$ cat src/rtl/sha_rx_ctrl.sv
// ============================================================================
// sha_rx_ctrl: frames UART bytes (A5, L, message) into one padded SHA-256
// block, streams it to the hash core as 16 big-endian words, then starts it.
// Revision: 1.0
// ============================================================================
`default_nettype none

module sha_rx_ctrl #(
    parameter int TIMEOUT_CLKS = 1000000
) (
    input  logic        i_Clock,
    input  logic        i_Reset,
    input  logic        i_Rx_DV,
    input  logic [7:0]  i_Rx_Byte,
    input  logic        i_Core_Ready,
    input  logic        i_Core_Done,
    output logic        o_Word_Valid,
    output logic [3:0]  o_Word_Idx,
    output logic [31:0] o_Word,
    output logic        o_Start,
    output logic        o_Busy,
    output logic        o_Err,
    output logic [1:0]  o_Err_Code
);

    localparam int         c_TW       = $clog2(TIMEOUT_CLKS + 1);
    localparam logic [7:0] c_HEADER   = 8'hA5;
    localparam logic [7:0] c_MAX_LEN  = 8'd55;
    localparam logic [1:0] c_ERR_LEN  = 2'b01;
    localparam logic [1:0] c_ERR_TMO  = 2'b10;
    localparam logic [1:0] c_ERR_OVR  = 2'b11;

    typedef enum logic [2:0] {
        S_IDLE  = 3'd0,
        S_LEN   = 3'd1,
        S_DATA  = 3'd2,
        S_PAD   = 3'd3,
        S_LOAD  = 3'd4,
        S_START = 3'd5,
        S_WAIT  = 3'd6
    } state_t;

    state_t          r_State;
    state_t          w_Next;
    logic [5:0]      r_Len;
    logic [5:0]      r_Cnt;
    logic [3:0]      r_Idx;
    logic [c_TW-1:0] r_Tmo;
    logic [7:0]      r_Buf [0:63];
    logic            r_Err;
    logic [1:0]      r_Err_Code;

    logic            w_Tmo_Hit;
    logic            w_Set_Err;
    logic            w_Clr_Err;
    logic [1:0]      w_Err_Code;
    logic            w_In_Frame;

    assign w_In_Frame = (r_State == S_LEN) || (r_State == S_DATA);
    assign w_Tmo_Hit  = w_In_Frame && !i_Rx_DV &&
                        (r_Tmo == c_TW'(TIMEOUT_CLKS - 1));

    always_comb begin
        w_Next     = r_State;
        w_Set_Err  = 1'b0;
        w_Clr_Err  = 1'b0;
        w_Err_Code = 2'b00;
        case (r_State)
            S_IDLE: begin
                if (i_Rx_DV && (i_Rx_Byte == c_HEADER)) begin
                    w_Next    = S_LEN;
                    w_Clr_Err = 1'b1;
                end
            end
            S_LEN: begin
                if (i_Rx_DV) begin
                    if (i_Rx_Byte > c_MAX_LEN) begin
                        w_Next     = S_IDLE;
                        w_Set_Err  = 1'b1;
                        w_Err_Code = c_ERR_LEN;
                    end else if (i_Rx_Byte == 8'd0) begin
                        w_Next = S_PAD;
                    end else begin
                        w_Next = S_DATA;
                    end
                end else if (w_Tmo_Hit) begin
                    w_Next     = S_IDLE;
                    w_Set_Err  = 1'b1;
                    w_Err_Code = c_ERR_TMO;
                end
            end
            S_DATA: begin
                if (i_Rx_DV) begin
                    if (r_Cnt == (r_Len - 6'd1)) begin
                        w_Next = S_PAD;
                    end
                end else if (w_Tmo_Hit) begin
                    w_Next     = S_IDLE;
                    w_Set_Err  = 1'b1;
                    w_Err_Code = c_ERR_TMO;
                end
            end
            S_PAD: begin
                if (i_Core_Ready) begin
                    w_Next = S_LOAD;
                end
            end
            S_LOAD: begin
                if (r_Idx == 4'd15) begin
                    w_Next = S_START;
                end
            end
            S_START: begin
                w_Next = S_WAIT;
            end
            S_WAIT: begin
                if (i_Core_Done) begin
                    w_Next = S_IDLE;
                end
            end
            default: begin
                w_Next = S_IDLE;
            end
        endcase
        // Bytes arriving once the frame is complete are dropped, never stored.
        if (i_Rx_DV && !(r_State == S_IDLE) && !w_In_Frame) begin
            w_Set_Err  = 1'b1;
            w_Err_Code = c_ERR_OVR;
        end
    end

    always_ff @(posedge i_Clock) begin
        if (i_Reset) begin
            r_State    <= S_IDLE;
            r_Len      <= 6'd0;
            r_Cnt      <= 6'd0;
            r_Idx      <= 4'd0;
            r_Tmo      <= '0;
            r_Err      <= 1'b0;
            r_Err_Code <= 2'b00;
        end else begin
            r_State <= w_Next;

            if (w_In_Frame && !i_Rx_DV) begin
                r_Tmo <= r_Tmo + c_TW'(1);
            end else begin
                r_Tmo <= '0;
            end

            if ((r_State == S_LEN) && i_Rx_DV) begin
                r_Len <= i_Rx_Byte[5:0];
            end

            if (r_State != S_DATA) begin
                r_Cnt <= 6'd0;
            end else if (i_Rx_DV) begin
                r_Cnt <= r_Cnt + 6'd1;
            end

            if (r_State == S_LOAD) begin
                r_Idx <= r_Idx + 4'd1;
            end else begin
                r_Idx <= 4'd0;
            end

            if (w_Set_Err) begin
                r_Err      <= 1'b1;
                r_Err_Code <= w_Err_Code;
            end else if (w_Clr_Err) begin
                r_Err      <= 1'b0;
                r_Err_Code <= 2'b00;
            end
        end
    end

    // PAD rewrites every byte past the message, so stale data cannot survive.
    always_ff @(posedge i_Clock) begin
        if ((r_State == S_DATA) && i_Rx_DV) begin
            r_Buf[r_Cnt] <= i_Rx_Byte;
        end
        if (r_State == S_PAD) begin
            for (int i = 0; i < 64; i++) begin
                if (i == int'(r_Len)) begin
                    r_Buf[i] <= 8'h80;
                end else if (i == 62) begin
                    r_Buf[i] <= {7'd0, r_Len[5]};
                end else if (i == 63) begin
                    r_Buf[i] <= {r_Len[4:0], 3'b000};
                end else if (i > int'(r_Len)) begin
                    r_Buf[i] <= 8'h00;
                end
            end
        end
    end

    always_comb begin
        o_Word_Valid = (r_State == S_LOAD);
        o_Word_Idx   = 4'd0;
        o_Word       = 32'd0;
        if (o_Word_Valid) begin
            o_Word_Idx = r_Idx;
            o_Word     = {r_Buf[{r_Idx, 2'b00}], r_Buf[{r_Idx, 2'b01}],
                          r_Buf[{r_Idx, 2'b10}], r_Buf[{r_Idx, 2'b11}]};
        end
    end

    assign o_Start    = (r_State == S_START);
    assign o_Busy     = (r_State != S_IDLE);
    assign o_Err      = r_Err;
    assign o_Err_Code = r_Err_Code;

endmodule

`default_nettype wire

$ cat config.mk
export PLATFORM = sky130hd
export DESIGN_NAME = sha_rx_ctrl
export DESIGN_NICKNAME = d
export VERILOG_FILES = /design/src/rtl/sha_rx_ctrl.sv
export SDC_FILE = /design/constraint.sdc
export NUM_CORES = 2
export LEC_CHECK = 0
export ABC_AREA = 0
export CORE_MARGIN = 4
export CORE_UTILIZATION = 56
export CTS_CLUSTER_DIAMETER = 40
export DETAILED_ROUTE_END_ITERATION = 8
export PLACE_DENSITY_LB_ADDON = 0.05
export SLEW_MARGIN = 20
export SYNTH_ARGS = -nofsm -noshare
export SYNTH_HDL_FRONTEND = slang
export SYNTH_SLANG_ARGS = --single-unit
$ cat constraint.sdc
create_clock -name i_Clock -period 2.6 [get_ports i_Clock]
set_clock_uncertainty 0.1 [all_clocks]
set_input_delay 0.26 -clock i_Clock [delete_from_list [all_inputs] [get_ports i_Clock]]
set_output_delay 0.26 -clock i_Clock [all_outputs]
set_load 0.01 [all_outputs]
==> results.toml <==
[logic_synthesis]
synthArstFlopShare = 0
synth_edf_count = 67
yosysSeqAreaShare = 0.452
syn_area_sq_um = 26000
ys_top_cells_by_count = "nand2_1 (519), dfxtp_1 (487), a21oi_1 (370)"
syn_inst = 2804
synth_area_leaders = "dfxtp_1 (37%), mux4_2 (14%), edfxtp_1 (7.7%)"
synth_top_area_share = 0.375
ys_types = 74
yosys.area.top_type = "dfxtp_1"
yosys_warnings = 0
synth.most_common_cell = "nand2_1"
syn_nets = 2824
ys.flop_type = "dfxtp_1"
synth.ff_latch_count = 554
avgSynthCellArea_sq_um = 9.27

[cells_and_area]
fin_util = 0.702
area_growth_syn_to_layout_pct = 23.4
final_nets = 3029
layout-drive-gt1-share = 0.233
antennaDiodeCount = 0
design_area_sq_um = 32100

[global_routing]
grt_pass1_vias = 23200
grt_pass1_wl_microns = 142000
grt_usage = 0.369
overflow = 0
grt_max_degree = 67
antenna_found_initial = 1

[worst_setup_path]
critical_path_required_ns = 2.24
critPathKind = "register to output port"
regToRegSetupSlack_ns = 0.05
r2r-start = "r_Len[5]$_SDFFE_PP0P_"
r2r_end = "r_Buf[59][7]$_DFFE_PP_"
crit_fanout = 8
cp.arrival_ns = 2.73
crit_path_start_kind = "register"
worstRegToRegCells = 4
end_kind = "output port"

[power]
irDropWorstVdd_mv = 0.653
p_leak_nw = 12.4
power.density_nw_per_um2 = 693
internal-power_mw = 16.3
power.switching_mw = 5.97
clkPwrFrac = 0.486
p_comb_frac = 0.105
pwr-share-seq = 0.410
p_sw_frac = 0.269

[clocking]
cts_inserted_buffers = 80
cts-root-buf = "clkbuf_16"
clock_sinks = 554
clk_pin_slew_worst_paths_ns = 0.05
htree_levels = 3
tritoncts = "yes"
insertion_delay_ns = 0.62
max-clock-path-buffers = 3

[die]
fp.dieArea_sq_um = 49900
num_io_pins = 55
fp.dieW_microns = 223
start_util = 0.569
core_sq_um = 45700
chipHeight_microns = 223
placementRows = 78

[sta]
post-route-period-util = 1.19
worst_pin_slew_ns = 1.03
max_freq_mhz = 323
slew_violations = 0
grt_setup_unrepaired = "yes"
period_minus_slack_ns = 3.09
relSlewSlack = 0.313
setup-violations-final = 32
hold_viol_final = 0
setup_slack_ns = -0.492
setup_tns_ns = -13.95

[place]
pre_cts_ws_ns = -0.233
dpl_cell_area_sq_um = 28600
io_buffers = 54
gp_congestion = 1.02
dp_hpwl_microns = 62500

[drt]
dr.pass1.iters = 7
drt-initial-drc-count = 3548
highest_layer = "met4"
drc = 0
wl_met2_microns = 42700
drt-met1-wl_microns = 35700
avgRoutedWirePerCell_microns = 25.6
drtAntennaViolNets = 0
routed_via_density = 6.58
dr_wl_met3_microns = 10300
drt-total-wl_microns = 94100
vias = 24200

[worst_hold_path]
hold_class = "input pin to register"
hold_depth = 5
min_to = "r_State[1]$_SDFFE_PP0P_"
hp-start = "i_Rx_Byte[1]"

[run_status]
status = "finished, violations left"
violations = "setup timing"

[flow_run]
maxCapViolations = 0
==> per-layer routing <==
| metal | track usage | up-vias |
|---|---|---|
| met2 | 0.583 | 1660 |
| met5 | 0 | - |
| met1 | 0.491 | 11700 |
| met3 | 0.0786 | 386 |
| li1 | - | 10500 |
| met4 | 0.170 | 0 |
==> power groups by stage <==
stage / clock (mW) / sequential [mW] / combinational [mW]
after floorplan: 0 / 9.16 / 1.36
after global placement: 0 / 9.27 / 2.17
after detailed placement: 0 / 9.27 / 2.21
after CTS: 10.8 / 9.09 / 2.28
after global routing: 11.3 / 9.11 / 2.47
final: 10.8 / 9.10 / 2.33
==> cell usage in the layout (no fill, tap or decap), drive strengths merged, types with 14 or more instances in the layout <==
cell type / n
nand3: 292
nand2b: 21
and2: 42
clkinv: 27
or2: 15
buf: 332
nand2: 520
inv: 53
mux4: 160
edfxtp: 67
a22o: 54
nor2: 180
clkbuf: 94
clkdlybuf4s50: 14
o21ai: 62
a21oi: 370
xor2: 18
nor3: 26
dfxtp: 487
mux2i: 92
==> timing repair <==
item	CTS	global route
hold buffers	0	0
buffers inserted	44	12
setup endpoints to repair	33	33
cloned	10	1
pin swaps	22	9
resized for setup	202	35
==> cell type report <==
cell class                 count  area (sq um)
tap                          600           751
clock buffer                  93          2150
clock inverter                57           543
inverter                      37           139
multi-input combinational   1986         13300
fill                        3436         13600
timing repair buffer         350          3390
sequential                   554         11800
==> flip-flops by register name (all words and copies together), names as in the netlist <==
name	cells
r_Tmo	20
o_Err	1
o_Err_Code	2
r_Cnt	6
r_Len	6
r_Buf	512
r_State	3
r_Idx	4
==> worst max-delay path, cell delays in order (launching register included) <==
cell and delay [ns]:
dfxtp_4 0.37, buf_12 0.15, buf_12 0.15, buf_12 0.14, mux4_2 0.55, mux4_2 0.48
and2_4 0.15, buf_6 0.11
==> how the worst max path moves through the flow <==
stage | from | endpoint | slack, ns | cells past startpoint
4_1_cts | r_Idx[0]$_SDFF_PP0_ | o_Word[4] | -0.59 | 8
6_report | r_Idx[0]$_SDFF_PP0_ | o_Word[6] | -0.49 | 7
3_3_place_gp | r_Idx[0]$_SDFF_PP0_ | o_Word[7] | -0.21 | 5
2_1_floorplan | r_Idx[0]$_SDFF_PP0_ | o_Word[17] | 0.01 | 7
3_5_place_dp | r_Idx[0]$_SDFF_PP0_ | o_Word[7] | -0.23 | 5
5_1_grt | r_Idx[0]$_SDFF_PP0_ | o_Word[19] | -0.56 | 7
==> logic make-up after synthesis <==
kind of cell             count (synthesis)  synth area share
multiplexers                           252             0.174
buffers and inverters                  264            0.0401
flip-flops                             554             0.452
adder cells (fa/ha/maj)                  7           0.00337
AO/OA/AOI/OAI                          544             0.118
XOR/XNOR                                25           0.00842
AND/OR/NAND/NOR                       1158             0.204
==> through the flow <==
stage	hold WS (ns)	total power [mW]	std cells
6_report	0.114	22.2	3677
4_1_cts	0.0863	22.2	3673
2_1_floorplan	0.321	10.5	2804
5_1_grt	0.143	22.8	3677
3_3_place_gp	0.337	11.4	3471
3_5_place_dp	0.345	11.5	3471
(Power assumes the default switching activity.)
